**src/rtl/pre_if_stage_pkg.sv**
```systemverilog
// Shared pipeline definitions for the PC-generation (pre-IF) stage and the
// fetch stage that consumes its output bundle.
package pre_if_stage_pkg;

  localparam logic [31:0] DEFAULT_RESET_PC = 32'h8000_0000;

  typedef enum logic [1:0] {
    ST_BOOT = 2'd0,
    ST_RUN  = 2'd1,
    ST_HALT = 2'd2
  } pre_if_state_e;

  // pre-IF -> IF bundle; the fetch stage input port reuses this type.
  typedef struct packed {
    logic [31:0] pc;
  } toif_bits_t;

  // Redirect targets are always word aligned.
  function automatic logic [31:0] align_target(input logic [31:0] target);
    return {target[31:2], 2'b00};
  endfunction

endpackage

```
**src/rtl/pre_if_stage_if.sv**
```systemverilog
// pre-IF -> IF handshake plus the instruction SRAM request bus driven by the
// PC-generation stage.
interface pre_if_stage_if;
  import pre_if_stage_pkg::*;

  logic        toif_valid;
  logic        toif_ready;
  toif_bits_t  toif_bits;
  logic        inst_sram_en;
  logic        inst_sram_wr;
  logic [31:0] inst_sram_addr;
  logic [31:0] inst_sram_wdata;
  logic [3:0]  inst_sram_wstrb;

  modport master (
    output toif_valid,
    output toif_bits,
    output inst_sram_en,
    output inst_sram_wr,
    output inst_sram_addr,
    output inst_sram_wdata,
    output inst_sram_wstrb,
    input  toif_ready
  );

  modport slave (
    input  toif_valid,
    input  toif_bits,
    input  inst_sram_en,
    input  inst_sram_wr,
    input  inst_sram_addr,
    input  inst_sram_wdata,
    input  inst_sram_wstrb,
    output toif_ready
  );

endinterface

```
**src/rtl/pre_if_stage.sv**
```systemverilog
// PC-generation stage: holds the fetch PC, issues the SRAM read address one
// cycle ahead, applies trap/branch redirects and stops on halt.
module pre_if_stage
  import pre_if_stage_pkg::*;
#(
  parameter logic [31:0] RESET_PC = DEFAULT_RESET_PC
) (
  input  logic                  clock,
  input  logic                  reset,
  pre_if_stage_if.master        toif,
  input  logic                  br_valid,
  input  logic [31:0]           br_target,
  input  logic                  trap_valid,
  input  logic [31:0]           trap_target,
  input  logic                  halt_valid,
  output logic [31:0]           fetch_cnt
);

  pre_if_state_e state_q, state_d;
  logic [31:0]   pc_q;
  logic [31:0]   next_pc;
  logic [31:0]   fetch_cnt_q;
  logic          valid_c;
  logic          sram_en_c;
  logic          fire;

  // Next-state, next_pc mux and output decode; reset forces valid/enable low.
  always_comb begin
    state_d   = state_q;
    next_pc   = pc_q;
    valid_c   = 1'b0;
    sram_en_c = 1'b0;
    fire      = 1'b0;
    case (state_q)
      ST_BOOT: begin
        sram_en_c = 1'b1;
        state_d   = ST_RUN;
      end
      ST_RUN: begin
        valid_c   = 1'b1;
        sram_en_c = 1'b1;
        fire      = toif.toif_ready;
        if (trap_valid)    next_pc = align_target(trap_target);
        else if (br_valid) next_pc = align_target(br_target);
        else if (fire)     next_pc = pc_q + 32'd4;
        if (halt_valid)    state_d = ST_HALT;
      end
      ST_HALT: begin
        state_d = ST_HALT;
      end
      default: begin
        state_d = ST_BOOT;
      end
    endcase
    if (!reset) begin
      valid_c   = 1'b0;
      sram_en_c = 1'b0;
      fire      = 1'b0;
    end
  end

  // State, PC and accepted-PC counter registers.
  always_ff @(posedge clock) begin
    if (!reset) begin
      state_q     <= ST_BOOT;
      pc_q        <= RESET_PC;
      fetch_cnt_q <= '0;
    end else begin
      state_q <= state_d;
      pc_q    <= next_pc;
      if (fire) fetch_cnt_q <= fetch_cnt_q + 32'd1;
    end
  end

  assign toif.toif_valid      = valid_c;
  assign toif.toif_bits.pc    = pc_q;
  assign toif.inst_sram_en    = sram_en_c;
  assign toif.inst_sram_wr    = 1'b0;
  assign toif.inst_sram_addr  = next_pc;
  assign toif.inst_sram_wdata = '0;
  assign toif.inst_sram_wstrb = '0;
  assign fetch_cnt            = fetch_cnt_q;

endmodule

```
**src/flat_wrapper.sv**
```systemverilog
// flat-port wrapper written by rule: the top's interface ports become plain ports
module pre_if_stage_flat import pre_if_stage_pkg::*;
#(
  parameter logic [31:0] RESET_PC = DEFAULT_RESET_PC
)
  (clock, reset, br_valid, br_target, trap_valid, trap_target, halt_valid, fetch_cnt, toif_toif_valid, toif_toif_bits, toif_inst_sram_en, toif_inst_sram_wr, toif_inst_sram_addr, toif_inst_sram_wdata, toif_inst_sram_wstrb, toif_toif_ready);
  pre_if_stage_if toif_i ();
  input  logic clock;
  input  logic reset;
  input  logic br_valid;
  input  logic [31:0] br_target;
  input  logic trap_valid;
  input  logic [31:0] trap_target;
  input  logic halt_valid;
  output logic [31:0] fetch_cnt;
  output wire logic [$bits(toif_i.toif_valid)-1:0] toif_toif_valid;
  output wire logic [$bits(toif_i.toif_bits)-1:0] toif_toif_bits;
  output wire logic [$bits(toif_i.inst_sram_en)-1:0] toif_inst_sram_en;
  output wire logic [$bits(toif_i.inst_sram_wr)-1:0] toif_inst_sram_wr;
  output wire logic [$bits(toif_i.inst_sram_addr)-1:0] toif_inst_sram_addr;
  output wire logic [$bits(toif_i.inst_sram_wdata)-1:0] toif_inst_sram_wdata;
  output wire logic [$bits(toif_i.inst_sram_wstrb)-1:0] toif_inst_sram_wstrb;
  input wire logic [$bits(toif_i.toif_ready)-1:0] toif_toif_ready;
  assign toif_toif_valid = toif_i.toif_valid;
  assign toif_toif_bits = toif_i.toif_bits;
  assign toif_inst_sram_en = toif_i.inst_sram_en;
  assign toif_inst_sram_wr = toif_i.inst_sram_wr;
  assign toif_inst_sram_addr = toif_i.inst_sram_addr;
  assign toif_inst_sram_wdata = toif_i.inst_sram_wdata;
  assign toif_inst_sram_wstrb = toif_i.inst_sram_wstrb;
  assign toif_i.toif_ready = toif_toif_ready;
  pre_if_stage #(.RESET_PC(RESET_PC)) u_core (.clock(clock), .reset(reset), .toif(toif_i), .br_valid(br_valid), .br_target(br_target), .trap_valid(trap_valid), .trap_target(trap_target), .halt_valid(halt_valid), .fetch_cnt(fetch_cnt));
endmodule
```
**config.mk**
```make
export PLATFORM = sky130hd
export DESIGN_NAME = pre_if_stage_flat
export DESIGN_NICKNAME = d
export VERILOG_FILES = /design/src/rtl/pre_if_stage_pkg.sv /design/src/rtl/pre_if_stage_if.sv /design/src/rtl/pre_if_stage.sv /design/src/flat_wrapper.sv
export SDC_FILE = /design/constraint.sdc
export NUM_CORES = 1
export LEC_CHECK = 0
export CAP_MARGIN = 20
export CORE_UTILIZATION = 42
export CTS_CLUSTER_DIAMETER = 50
export DETAILED_ROUTE_END_ITERATION = 8
export PLACE_DENSITY = 0.82
export SYNTH_ARGS = -nofsm -noshare
export SYNTH_HDL_FRONTEND = slang
export SYNTH_SLANG_ARGS = --single-unit
```
**constraint.sdc**
```tcl
create_clock -name clock -period 2.7 [get_ports clock]
set_clock_uncertainty 0.2 [all_clocks]
set_input_delay 0.27 -clock clock [delete_from_list [all_inputs] [get_ports clock]]
set_output_delay 0.27 -clock clock [all_outputs]
set_load 0.03 [all_outputs]
```
==> results of run 1 <==
[kinds of logic after synthesis]
family | count (synthesis) | share of synthesized area, %
and+or+nand+nor | 249 | 30.5
buffers and inverters | 84 | 11.3
other | 1 | 0.0855
adders and majority gates | 5 | 1.43
muxes | 10 | 2.34
xor gates and xnor gates | 22 | 4.39
DFF | 66 | 30.1
AOI/OAI and AO/OA | 118 | 19.9
[power by group through the flow]
stage | clock (W) | sequential, W | combinational, W
3_3_place_gp | 0 | 0.00118 | 0.00249
6_report | 0.000866 | 0.00119 | 0.00285
3_5_place_dp | 0 | 0.00119 | 0.00254
5_1_grt | 0.000918 | 0.00120 | 0.00298
2_1_floorplan | 0 | 0.00141 | 0.00119
4_1_cts | 0.000875 | 0.00117 | 0.00270
[path summary, 6_finish.rpt]
| kind | endpoint | slack, ps | cells after the start | startpoint |
|---|---|---|---|---|
| setup / recovery | toif_inst_sram_addr[25] | -70 | 7 | br_valid |
| hold / removal | u_core.fetch_cnt[31]$_SDFFE_PN0P_ | 270 | 1 | u_core.fetch_cnt[31]$_SDFFE_PN0P_ |
| setup reg to reg | u_core.fetch_cnt[31]$_SDFFE_PN0P_ | 230 | 9 | u_core.state_q[1]$_SDFFE_PN0P_ |
| hold reg to reg | u_core.fetch_cnt[31]$_SDFFE_PN0P_ | 270 | 1 | u_core.fetch_cnt[31]$_SDFFE_PN0P_ |
[state kept, by name, summed over array words and instances, names as in the netlist]
name and count:
u_core.state_q 2, u_core.toif.toif_bits 32, u_core.fetch_cnt 32
[per-layer routing]
layer	routed length (µm)	GRT usage (%)	part of all wire (%)	vias to the layer above
met5	0	0	0	-
met4	566	11.4	3.4	0
met3	1510	6.83	9.0	61
met2	8100	47.6	48	342
met1	6670	34.8	40	2551
li1	-	-	-	2488
[stage by stage]
| stage | total power (W) | hold WS (ps) | setup WS, ps | setup TNS (ps) |
|---|---|---|---|---|
| finish | 0.00491 | 272 | -66.2 | -218 |
| global route | 0.00510 | 307 | -137 | -672 |
| CTS | 0.00475 | 274 | -145 | -265 |
| detailed placement | 0.00373 | 261 | -433 | -2730 |
| global placement | 0.00367 | 255 | -436 | -1980 |
| floorplan | 0.00260 | 260 | -0.465 | -0.465 |
[final cells by class]
| cell class | instances | area (µm²) |
|---|---|---|
| clock buffer | 9 | 124 |
| fill | 682 | 2660 |
| sequential | 66 | 1340 |
| multi-input combinational | 441 | 2990 |
| timing repair buffer | 277 | 2540 |
| clock inverter | 7 | 77.6 |
| inverter | 13 | 52.6 |
| tap | 133 | 166 |
[cell usage after synthesis (4+ instances only)]
master	n	area (µm²)
a22oi_1	14	105
nand3_1	36	180
or3_1	4	25.0
nor4_1	19	119
xnor2_1	17	149
o21a_1	6	45.0
buf_4	37	278
o31ai_1	6	45.0
or4_1	4	30.0
xor2_1	5	43.8
a22o_1	16	140
and4_1	10	87.6
a21oi_1	8	40.0
nand2b_1	7	43.8
inv_1	12	45.0
and3_1	11	68.8
o21ai_0	22	110
nor2_1	42	158
a221oi_1	4	35.0
a21o_1	4	30.0
o22ai_1	5	31.3
ha_1	5	62.6
a31oi_1	4	25.0
mux2i_1	8	80.1
and2_1	28	175
nand2_1	43	161
nor3_1	15	75.1
clkbuf_1	24	90.1
buf_6	4	45.0
nand4_1	18	113
dfxtp_1	66	1320
o41ai_1	5	43.8
[worst max-delay path, delay by kind of cell]
family | cells | cell delay (ps)
buffers and inverters | 3 | 730
AND/OR/NAND/NOR | 4 | 1290
[what timing repair did]
action | in CTS | in global routing
cloned | 0 | 0
pin swaps | 15 | 13
setup buffers | 10 | 13
endpoints found under the setup margin | 25 | 16
gates resized for setup | 70 | 30
==> results by stage, run 1 <==
Outcome:
- The flow ran to the end, but the final reports show violations.
- The final reports fail on negative setup slack.

Critical path:
- The endpoint required time on the critical path is 2230 ps.
- The signal on the critical path passes through clkdlybuf4s50_1 > buf_4 > or2_4 > or3_1 > or4_4 > nand3_4 > buf_6.
- The type of the worst setup path is in2out.
- In this design, the stage delay of the slowest critical-path cell is 550 ps.
- STA classifies the critical path startpoint as an input port.
- The slowest stage of the critical path belongs to the cell or4_4.
- In this run the worst path has a maximum fanout of 9.
- The capturing element type of the critical path is an output pin.
- The worst endpoint data arrival time is 2300 ps.

Synthesis:
- A synthesized cell averages 7.90 µm².
- The synthesized design contains 0 enable-type register cells.
- Summing every instance area after synthesis gives 0.00439 mm².
- The main flop type after synthesis is dfxtp_1.
- The number of synthesized register bits is 66.
- The number of warnings printed during yosys synthesis is 0.
- Yosys mapped the design onto 66 distinct sky130hd cell types.
- After synthesis, the share of flip-flops with an asynchronous set or reset is 0%.
- The cell count after synthesis came out at 555.
- After synthesis, flip-flops and latches occupy 30.1% of the total area.

STA:
- The final count of hold timing violations is 0.
- Setup repair after global routing could not meet its margin everywhere.
- The max-slew violation count is 0.
- The highest clock frequency the design can meet is 0.362 GHz.
- The shortest clock period the worst path allows after layout is 2770 ps.
- The count of final setup violators is 6.
- The part of the cycle the worst path needs is 102%.
- The worst path setup slack after routing is -66.2 ps.
- For the pin with the worst max-slew slack, the measured transition is 689 ps.
- The relative slew slack is 53.6%.

Place:
- In this run, placement finished with an instance count of 907.
- The weighted congestion reported at the end of routability-driven placement is 0.969.
- Buffers placed on the I/O ports in this run total 163.
- The instance area after placement is 0.00661 mm².
- The estimated wirelength of the detail-placed design is 12.0 mm.

Floorplanning:
- The horizontal extent of the die is 104 µm.
- The I/O pin count is 205.
- The die area is 0.0109 mm².
- The die span in y is 104 µm.
- The row count is 36.
- The area of the core region is 0.00995 mm².
- The starting utilization of the core area is 44.1%.

Layout:
- From synthesis to final layout, the design area changed by 66.2%.
- The proportion of layout cells with a drive suffix above 1 is 28.3%.
- Cells fill 73.3% of the core in the end.
- The antenna cell count is 0.
- After the flow finishes, the layout carries non-filler instances totaling 946.
- The cell area after layout is 0.00729 mm².
- The library cells used most frequently in the layout, excluding fill and tap cells, are 127 x clkdlybuf4s50_1, 127 x buf_4, 48 x dfxtp_1.
- The number of nets at the end of the flow is 883.

Route:
- The average vias per placed instance is 5.75.
- The wire length per cell after detailed routing is 17.8 µm.
- For this run, the detailed router's first-pass iteration total came to 8.
- After detailed routing, the total wire length is 16.8 mm.
- Detailed routing inserted a total of 5442 vias.
- The number of nets still failing antenna checks after routing is 0.
- The DRC violations left is 0.
- For this block, the initial DRC count from the detailed router was 456.

Clock network:
- The clock root buffer is clkbuf_8.
- After clock tree synthesis, the clock-pin slew on the worst setup and hold paths is 80 ps.
- The later pin in the worst-skew pair is clocked with a latency of 340 ps.
- No sink is reached through more buffers than the 2 on the longest clock path.
- The count of H-tree levels built during CTS is 3.
- In this run, post-CTS hold repair placed 0 buffers.
- The clock tree from TritonCTS is done.
- The number of buffers added by the clock tree synthesis step is 9.
- The number of sinks driven by the clock tree is 66.

Power and ir drop:
- The design internal power is 0.00280 W.
- The worst-case vdd ir drop is 0.528 mV.
- Sequential cells burn 24.2% of the power.
- The net switching fraction of the power is 42.9%.
- The clock network is responsible for 17.7% of the overall power.
- The switching component of the power is 0.00210 W.
- The total power density per cell area is 673 mW/mm².
- The share of total power dissipated in combinational logic is 58.2%.
- The static leakage is 2.96 nW.

Min path:
- The path class of the tightest hold or removal check is reg2reg.

Global route:
- The initial antenna violation count is 0.
- The number of global-route vias before repair is 5081.
- The first global-routing pass estimated 25.1 mm of wire.
- Across every metal layer, demand over resource in global routing totals 28.4%.
- The pin count of the biggest net entering global routing is 38.
- After global routing the overflow that remains totals 0.

Flow run:
- Across the run, the number of max-cap violations was 0.
No activity file was read; power rests on OpenSTA's default activity.
==> inputs of run 2 (changes only) <==
Settings changed: TNS_END_PERCENT set to 100.
==> results of run 2 <==
No change in the layout: final DEF, timing and power equal those of run 1.
